==> src/rtl/pipe_stage_skid.sv <==
// Pipeline stage register with valid/ready handshake, optional 2-entry skid
// buffer, synchronous flush and a saturating stall-cycle counter.
module pipe_stage_skid #(
  parameter int               WIDTH       = 64,
  parameter logic [WIDTH-1:0] BUBBLE      = {WIDTH{1'b0}},
  parameter bit               SKID        = 1'b1,
  parameter int               STALL_CNT_W = 16
) (
  input  logic                   clk,
  input  logic                   reset,
  input  logic                   in_valid,
  output logic                   in_ready,
  input  logic [WIDTH-1:0]       in_data,
  output logic                   out_valid,
  input  logic                   out_ready,
  output logic [WIDTH-1:0]       out_data,
  input  logic                   flush,
  output logic [STALL_CNT_W-1:0] stall_cnt
);

  typedef enum logic [1:0] {
    ST_EMPTY = 2'd0,
    ST_FULL  = 2'd1,
    ST_SKID  = 2'd2
  } state_t;

  localparam logic [STALL_CNT_W-1:0] CNT_MAX = '1;

  state_t           state;
  logic             skid_valid;
  logic [WIDTH-1:0] skid_data;
  logic             accept;
  logic             emit;

  // With the skid buffer, ready depends only on held state, cutting the
  // combinational out_ready -> in_ready path between stages.
  assign in_ready = SKID ? (!reset && !skid_valid)
                         : (!reset && (!out_valid || out_ready));

  assign accept = in_valid && in_ready;
  assign emit   = out_valid && out_ready;

  always_ff @(posedge clk) begin
    if (reset) begin
      state      <= ST_EMPTY;
      out_valid  <= 1'b0;
      skid_valid <= 1'b0;
      out_data   <= BUBBLE;
      skid_data  <= BUBBLE;
      stall_cnt  <= '0;
    end else begin
      if (out_valid && !out_ready && !flush && (stall_cnt != CNT_MAX))
        stall_cnt <= stall_cnt + 1'b1;

      if (flush) begin
        state      <= ST_EMPTY;
        out_valid  <= 1'b0;
        skid_valid <= 1'b0;
        out_data   <= BUBBLE;
        skid_data  <= BUBBLE;
      end else begin
        unique case (state)
          ST_EMPTY: begin
            if (accept) begin
              out_data  <= in_data;
              out_valid <= 1'b1;
              state     <= ST_FULL;
            end
          end
          ST_FULL: begin
            if (accept && emit) begin
              out_data <= in_data;
            end else if (emit) begin
              out_valid <= 1'b0;
              state     <= ST_EMPTY;
            end else if (accept) begin
              // Only reachable with SKID=1; SKID=0 deasserts in_ready here.
              skid_data  <= in_data;
              skid_valid <= 1'b1;
              state      <= ST_SKID;
            end
          end
          ST_SKID: begin
            if (emit) begin
              out_data   <= skid_data;
              skid_valid <= 1'b0;
              state      <= ST_FULL;
            end
          end
          default: begin
            state      <= ST_EMPTY;
            out_valid  <= 1'b0;
            skid_valid <= 1'b0;
          end
        endcase
      end
    end
  end

endmodule
==> config.mk <==
export PLATFORM = sky130hd
export DESIGN_NAME = pipe_stage_skid
export DESIGN_NICKNAME = d
export VERILOG_FILES = /design/src/rtl/pipe_stage_skid.sv
export SDC_FILE = /design/constraint.sdc
export NUM_CORES = 1
export LEC_CHECK = 0
export BUFFER_PORTS_ARGS = -buffer_cell sky130_fd_sc_hd__buf_2
export CAP_MARGIN = 20
export CORE_ASPECT_RATIO = 1.4
export CORE_UTILIZATION = 40
export DETAILED_ROUTE_END_ITERATION = 7
export PLACE_DENSITY_LB_ADDON = 0.08
export SYNTH_ARGS = -nofsm -noshare
export SYNTH_HDL_FRONTEND = slang
export SYNTH_SLANG_ARGS = --single-unit
export TNS_END_PERCENT = 30
==> constraint.sdc <==
create_clock -name clk -period 2.56 [get_ports clk]
set_input_delay 0 -clock clk [delete_from_list [all_inputs] [get_ports clk]]
set_output_delay 0 -clock clk [all_outputs]
set_load 0.05 [all_outputs]
==> metrics.md, run 1 <==
| Metric | Value |
|---|---|
| Status | finished, final reports clean |
| H-tree depth | 4 |
| RD Place Congestion | 0.7922 |
| Die area | 15530 µm² |
| # Max-Cap Violations | 0 |
| Cell Pwr Density | 660.5 nW/µm² |
| Commonest non-fill, non-tap cells in the layout | buf_2 (150), dfxtp_1 (148), nand2_1 (135) |
| Slowest stage cell, crit path | or4b_1 |
| WP data required | 2900 ps |
| Starting Density | 0.4126 |
| LEAKAGE | 0.003624 µW |
| Crit-path cells | or3b_4 -> or4b_1 -> or4_1 -> a21oi_1 |
| Placed Area | 6963 µm² |
| Final Skew | 11.76 ps |
| Crit share post-route | 0.8911 |
| Yosys top cell area share | 0.4927 |
| Commonest non-fill, non-tap cell in the layout | buf_2 |
| Worst r2r src | out_valid$_SDFFE_PP0P_ |
| Startpoint types | flip-flop |
| Area delta synth->final | 36.81% |
| Hold Crit Start | flush |
| Num CTS Buffers | 17 |
| Setup TNS | 0 ps |
| Worst R2R Setup Slack | 280 ps |
| CP top delay family | simple AND/OR/NAND/NOR gates |
| Root buffer cell | clkbuf_16 |
| Syn Area/Cell | about 8.7 µm² |
| Routed WL | 14.83 mm |
| Yosys warnings | 0 |
| Filler cell count | 1352 |
| ANT cells | 0 |
| Distinct cells, synth | 39 |
| Crit path DAT | 2620 ps |
| IO buf count | 150 |
| Final antenna-violating net count | 0 |
| Cells taking the most area after synthesis | dfxtp_1 (49%), mux2i_1 (11%), nand2_1 (8.5%) |
| CP bufs+invs | 0 |
| Layout cells sized above 1 | 0.2297 |
| First DRT Iteration DRCs | 185 |
| IR drop worst, VDD | approximately 0.35 mV |
| Post-synthesis register bit count | 148 |
| DR vias | 5576 |
| Final setup viols | 0 |
| # nets final | 959 |
| Total GRT Usage | 0.1982 |
| Initial antenna violation count | 0 |
| DRT Pass-1 Iters | 4 |
| Reg clk slew, reported paths | ~60 ps |
| Kind of critical path | flip-flop to flip-flop |
| Max Slew Vio Count | 0 |
| Worst Hold Depth | 4 |
| Longest Clk Path Bufs | 2 |
| Slowest stage delay, CP | roughly 670 ps |
| Sequential area share after synthesis | 0.4927 |
| Netlist Area Pre-Place | approximately 6000 µm² |
| Storage element area | 2963 µm² |
| Post-DR wirelength/cell | 13.60 µm |
| Worst setup path endpoint | stall_cnt[15]$_SDFFE_PP0P_ |
| Io pins | 151 |
| TritonCTS clock tree | built |
| Crit end category | flip-flop |
| Chip height | 147.1 µm |
| # DRC | 0 |
| Crit path from | out_valid$_SDFFE_PP0P_ |
| Die Wd | 105.6 µm |
| Post-route cell area | approximately 8200 µm² |
| Worst Max-Slew Pin Slew | 635.0 ps |
| Worst reg2reg path depth | 4 |
| Slew headroom | 0.5729 |
| Area of the multi-input gates | 2863 µm² |
| GR Overflow Total | 0 |
| First-pass GRT wire length | 25.12 mm |
| Pin count of the biggest net entering global routing | 99 |
| Std-Cell Rows | 52 |
| Unrepaired setup endpoints after global routing | false |
| Via density | 5.116 |
| CP Max Fanout | 10 |
| Fmax | 438.3 MHz |
| Clk_lat worst skew | 420 ps |
| RR Endpoint | stall_cnt[15]$_SDFFE_PP0P_ |
| Crit path depth | 4 |
| Hold Fails Final Rpt | 0 |
| Vias in the first global route | ~5500 |
| Syn_nets | approximately 760 |
| Final HPWL DP | 9.595 mm |
| Min cycle time layout | ~2300 ps |
| Top cell type by total area after synthesis | dfxtp_1 |
| Syn Inst Count | 694 |
| Setup bufs post-CTS | 0 |
| Clock Sinks | 148 |
| Core Area | 14570 µm² |
| Hold Path Class | primary input to flip-flop |
## flip-flops by register name (all words and copies together), names as in the netlist
name / flops
out_valid: 1
stall_cnt: 16
state: 2
out_data: 64
skid_data: 64
skid_valid: 1
## cell type report
| cell class | instances | share of cell area |
|---|---|---|
| clock buffer | 18 | 0.05217 |
| clock inverter | 13 | 0.02114 |
| inverter | 2 | 0.0009125 |
| multi-input combinational | 490 | 0.3480 |
| sequential | 148 | 0.3602 |
| tap | 189 | 0.02875 |
| timing repair buffer | 230 | 0.1889 |
## worst reg2reg max path: stages, from the launching register on
cell	delay, ps
dfxtp_1	430
or3b_4	440
or4b_1	670
or4_1	540
a21oi_1	140
## what timing repair did
action                                 4_1_cts  5_1_grt
hold buffers                                66        0
gates resized for setup                      0        0
endpoints found under the hold margin      130        0
## worst min-delay path by stage
stage | to | slack (ps)
global route | stall_cnt[1]$_SDFFE_PP0P_ | 130
finish | stall_cnt[1]$_SDFFE_PP0P_ | 120
CTS | stall_cnt[1]$_SDFFE_PP0P_ | 110
detailed placement | skid_data[61]$_SDFFE_PP0P_ | 260
global placement | skid_data[37]$_SDFFE_PP0P_ | 250
floorplan | skid_data[0]$_SDFFE_PP0P_ | 140
## kinds of logic after synthesis
kind of cell,synth area share
AND/OR/NAND/NOR,0.1831
buffers and inverters,0.03579
flip-flops,0.4927
multiplexers,0.1209
AO/OA/AOI/OAI,0.1654
adder cells (fa/ha/maj),0.002080
## through the flow
stage          setup slack, ps  power [µW]  std cells  utilization  hold slack, ps
2_1_floorplan            76.78        2715        694            -           136.0
3_3_place_gp             318.6        2861        993       0.4778           252.0
3_5_place_dp             296.3        2871        993       0.4778           257.9
4_1_cts                  271.4        5500       1090       0.5645           105.5
5_1_grt                  144.2        5642       1090       0.5645           134.3
6_report                 278.7        5434       1090       0.5645           117.2
## metal layers
layer  wire length [µm]  part of all wire  global-route usage
met5                  0                 0                   0
met2               7499              0.51              0.3605
met4                247             0.017             0.07222
met1               6464              0.44              0.2252
met3                616             0.042             0.04392
## synthesized netlist by cell type
cell and number:
nand4b_1 1, inv_1 2, nand3_1 5, mux2i_1 67, nand2_1 136, nor2b_1 6
nor4b_1 1, or2_2 1, nor2_1 74, o31a_1 1, o21bai_1 1, nand2b_1 3
a311oi_1 1, and4_1 2, a211oi_1 65, mux2_2 5, o22a_1 1, nor3_1 4
ha_1 1, or3b_2 1, a21oi_1 80, o31ai_1 6, clkbuf_1 48, or3b_4 1
nand3b_1 1, nand4_1 5, and2_2 1, or3_1 3, buf_2 4, nor4_1 3
or4_1 4, dfxtp_1 148, and2_1 1, nor3b_1 1, and3_1 2, or4b_1 1
a21boi_0 1, o21ai_0 4, buf_1 2
## power breakdown
part	total (µW)	leakage, µW	switching (µW)	internal, µW
sequential	2360	0.00120	21.4	2340
clock	2540	0.000284	994	1540
combinational	531	0.00214	328	203
total	5430	0.00362	1340	4090
(Power assumes the default switching activity.)
==> run 2: changes to the inputs <==
CORE_UTILIZATION = 53   (was 40)
==> metrics.md, run 2 (synthesized netlist as in run 1, its figures left out) <==
| Metric | Value |
|---|---|
| Largest registers | out_data x64, skid_data x64, stall_cnt x16 (unchanged) |
| Hold Path Class | primary input to flip-flop (unchanged) |
| Commonest non-fill, non-tap cells in the layout | buf_2 (150), dfxtp_1 (148), nand2_1 (135) (unchanged) |
| Final total power | 5319 µW (was 5434 µW) |
| Crit end category | flip-flop (unchanged) |
| DR vias | 5663 (was 5576) |
| Initial antenna violation count | 0 (unchanged) |
| Final Skew | 6.488 ps (was 11.76 ps) |
| Die area | 11780 µm² (was 15530 µm²) |
| Setup TNS | 0 ps (unchanged) |
| Pin count of the biggest net entering global routing | 101 (was 99) |
| Post-DR wirelength/cell | 14.31 µm (was 13.60 µm) |
| Hold Fails Final Rpt | 0 (unchanged) |
| TritonCTS clock tree | built (unchanged) |
| # Max-Cap Violations | 0 (unchanged) |
| GR Overflow Total | 0 (unchanged) |
| Clock Sinks | 148 (unchanged) |
| Starting Density | 0.5505 (was 0.4126) |
| Final core occ | 0.7470 (was 0.5645) |
| Vias in the first global route | 5246 (was 5516) |
| Root buffer cell | clkbuf_16 (unchanged) |
| Clk_lat worst skew | 410 ps (was 420 ps) |
| LEAKAGE | 0.003609 µW (was 0.003624 µW) |
| RD Place Congestion | 0.8136 (was 0.7922) |
| Cell Pwr Density | 652.0 nW/µm² (was 660.5 nW/µm²) |
| Non-Filler Instances | 1042 (was 1090) |
| Slew headroom | 0.5021 (was 0.5729) |
| Placed Area | 6920 µm² (was 6963 µm²) |
| Via density | 5.435 (was 5.116) |
| Reg clk slew, reported paths | 60 ps (about the same) |
| Max Slew Vio Count | 0 (unchanged) |
| DRT Pass-1 Iters | 5 (was 4) |
| First-pass GRT wire length | 24.13 mm (was 25.12 mm) |
| H-tree depth | 4 (unchanged) |
| Core Area | 10920 µm² (was 14570 µm²) |
| CP Max Fanout | 100 (was 10) |
| Post-route cell area | 8159 µm² (was 8227 µm²) |
| Kind of critical path | primary input to flip-flop (was flip-flop to flip-flop) |
| Num CTS Buffers | 17 (unchanged) |
| Min cycle time layout | 2240 ps (was 2281 ps) |
| First DRT Iteration DRCs | 193 (was 185) |
| Crit path DAT | 2530 ps (was 2620 ps) |
| # nets final | 958 (was 959) |
| Layout cells sized above 1 | 0.2286 (was 0.2297) |
| Die Wd | 92.02 µm (was 105.6 µm) |
| Area delta synth->final | 35.68% (was 36.81%) |
| Fmax | 446.3 MHz (was 438.3 MHz) |
| Placed Cells | 944 (was 993) |
| Io pins | 151 (unchanged) |
| ANT cells | 0 (unchanged) |
| Worst Max-Slew Pin Slew | 740.0 ps (was 635.0 ps) |
| Startpoint types | primary input (was flip-flop) |
| # DRC | 0 (unchanged) |
| IO buf count | 150 (unchanged) |
| Routed WL | 14.91 mm (was 14.83 mm) |
| Chip height | 128.0 µm (was 147.1 µm) |
| Commonest non-fill, non-tap cell in the layout | buf_2 (unchanged) |
| Final setup viols | 0 (unchanged) |
| IR drop worst, VDD | 0.4813 mV (was 0.3463 mV) |
| Longest Clk Path Bufs | 2 (unchanged) |
| Status | finished, final reports clean (unchanged) |
| Final HPWL DP | 8.760 mm (was 9.595 mm) |
| Crit share post-route | 0.8752 (was 0.8911) |
| Total GRT Usage | 0.2550 (was 0.1982) |
| Final antenna-violating net count | 0 (unchanged) |
| Unrepaired setup endpoints after global routing | false (unchanged) |
| Setup bufs post-CTS | 0 (unchanged) |
| Std-Cell Rows | 45 (was 52) |
| WP data required | 2850 ps (was 2900 ps) |
| Filler cell count | 827 (was 1352) |
==> run 2: layout make-up <==
| type | count | area, µm² | area share |
|---|---|---|---|
| well taps | 141 | 176.4 | 0.02162 |
| multi-input cells | 490 | 2863 | 0.3509 |
| flip-flops and latches | 148 | 2963 | 0.3631 |
| inverters | 2 | 7.507 | 0.0009201 |
| repair buffers | 229 | 1572 | 0.1926 |
| clock buffers | 20 | 446.7 | 0.05475 |
| clock inverters | 12 | 131.4 | 0.01610 |
==> run 2: metrics by stage <==
step	worst slack (ps)	hold slack, ps
floorplan	76.78	136.0
global placement	446.1	250.9
detailed placement	364.3	258.6
CTS	341.1	89.91
global route	175.6	141.0
finish	319.5	103.6
==> run 2: critical path, cell delays in order <==
cell	delay [ps]
dlygate4sd3_1	530
buf_2	260
or3b_2	560
o31ai_4	310
buf_12	380
nor2_1	80
a211oi_1	340
==> run 2: worst paths after layout <==
check	end	slack, ps	depth (start not counted)	from
worst max-delay path	out_data[31]$_SDFFE_PP0P_	320	7	reset
worst min-delay path	stall_cnt[1]$_SDFFE_PP0P_	100	4	flush
worst max register to register	stall_cnt[15]$_SDFFE_PP0P_	330	4	out_valid$_SDFFE_PP0P_
worst min register to register	skid_data[62]$_SDFFE_PP0P_	450	2	skid_data[62]$_SDFFE_PP0P_
==> run 2: power by group <==
part | leakage, µW | switching (µW) | internal [µW]
Combinational | 0.00215 | 332 | 206
Clock | 0.000261 | 957 | 1460
Sequential | 0.00120 | 21.8 | 2340
==> run 2: per-layer routing <==
layer | global-route usage | part of all wire | vias up
li1 | - | - | 2815
met1 | 0.3030 | 0.42 | 2645
met2 | 0.4359 | 0.50 | 172
met3 | 0.06109 | 0.054 | 31
met4 | 0.1131 | 0.024 | 0
met5 | 0 | 0 | -
==> run 2: repair_timing <==
action / 4_1_cts / 5_1_grt
hold buffers: 66 / 0
hold endpoints to repair: 130 / 0
gates resized for setup: 0 / 0
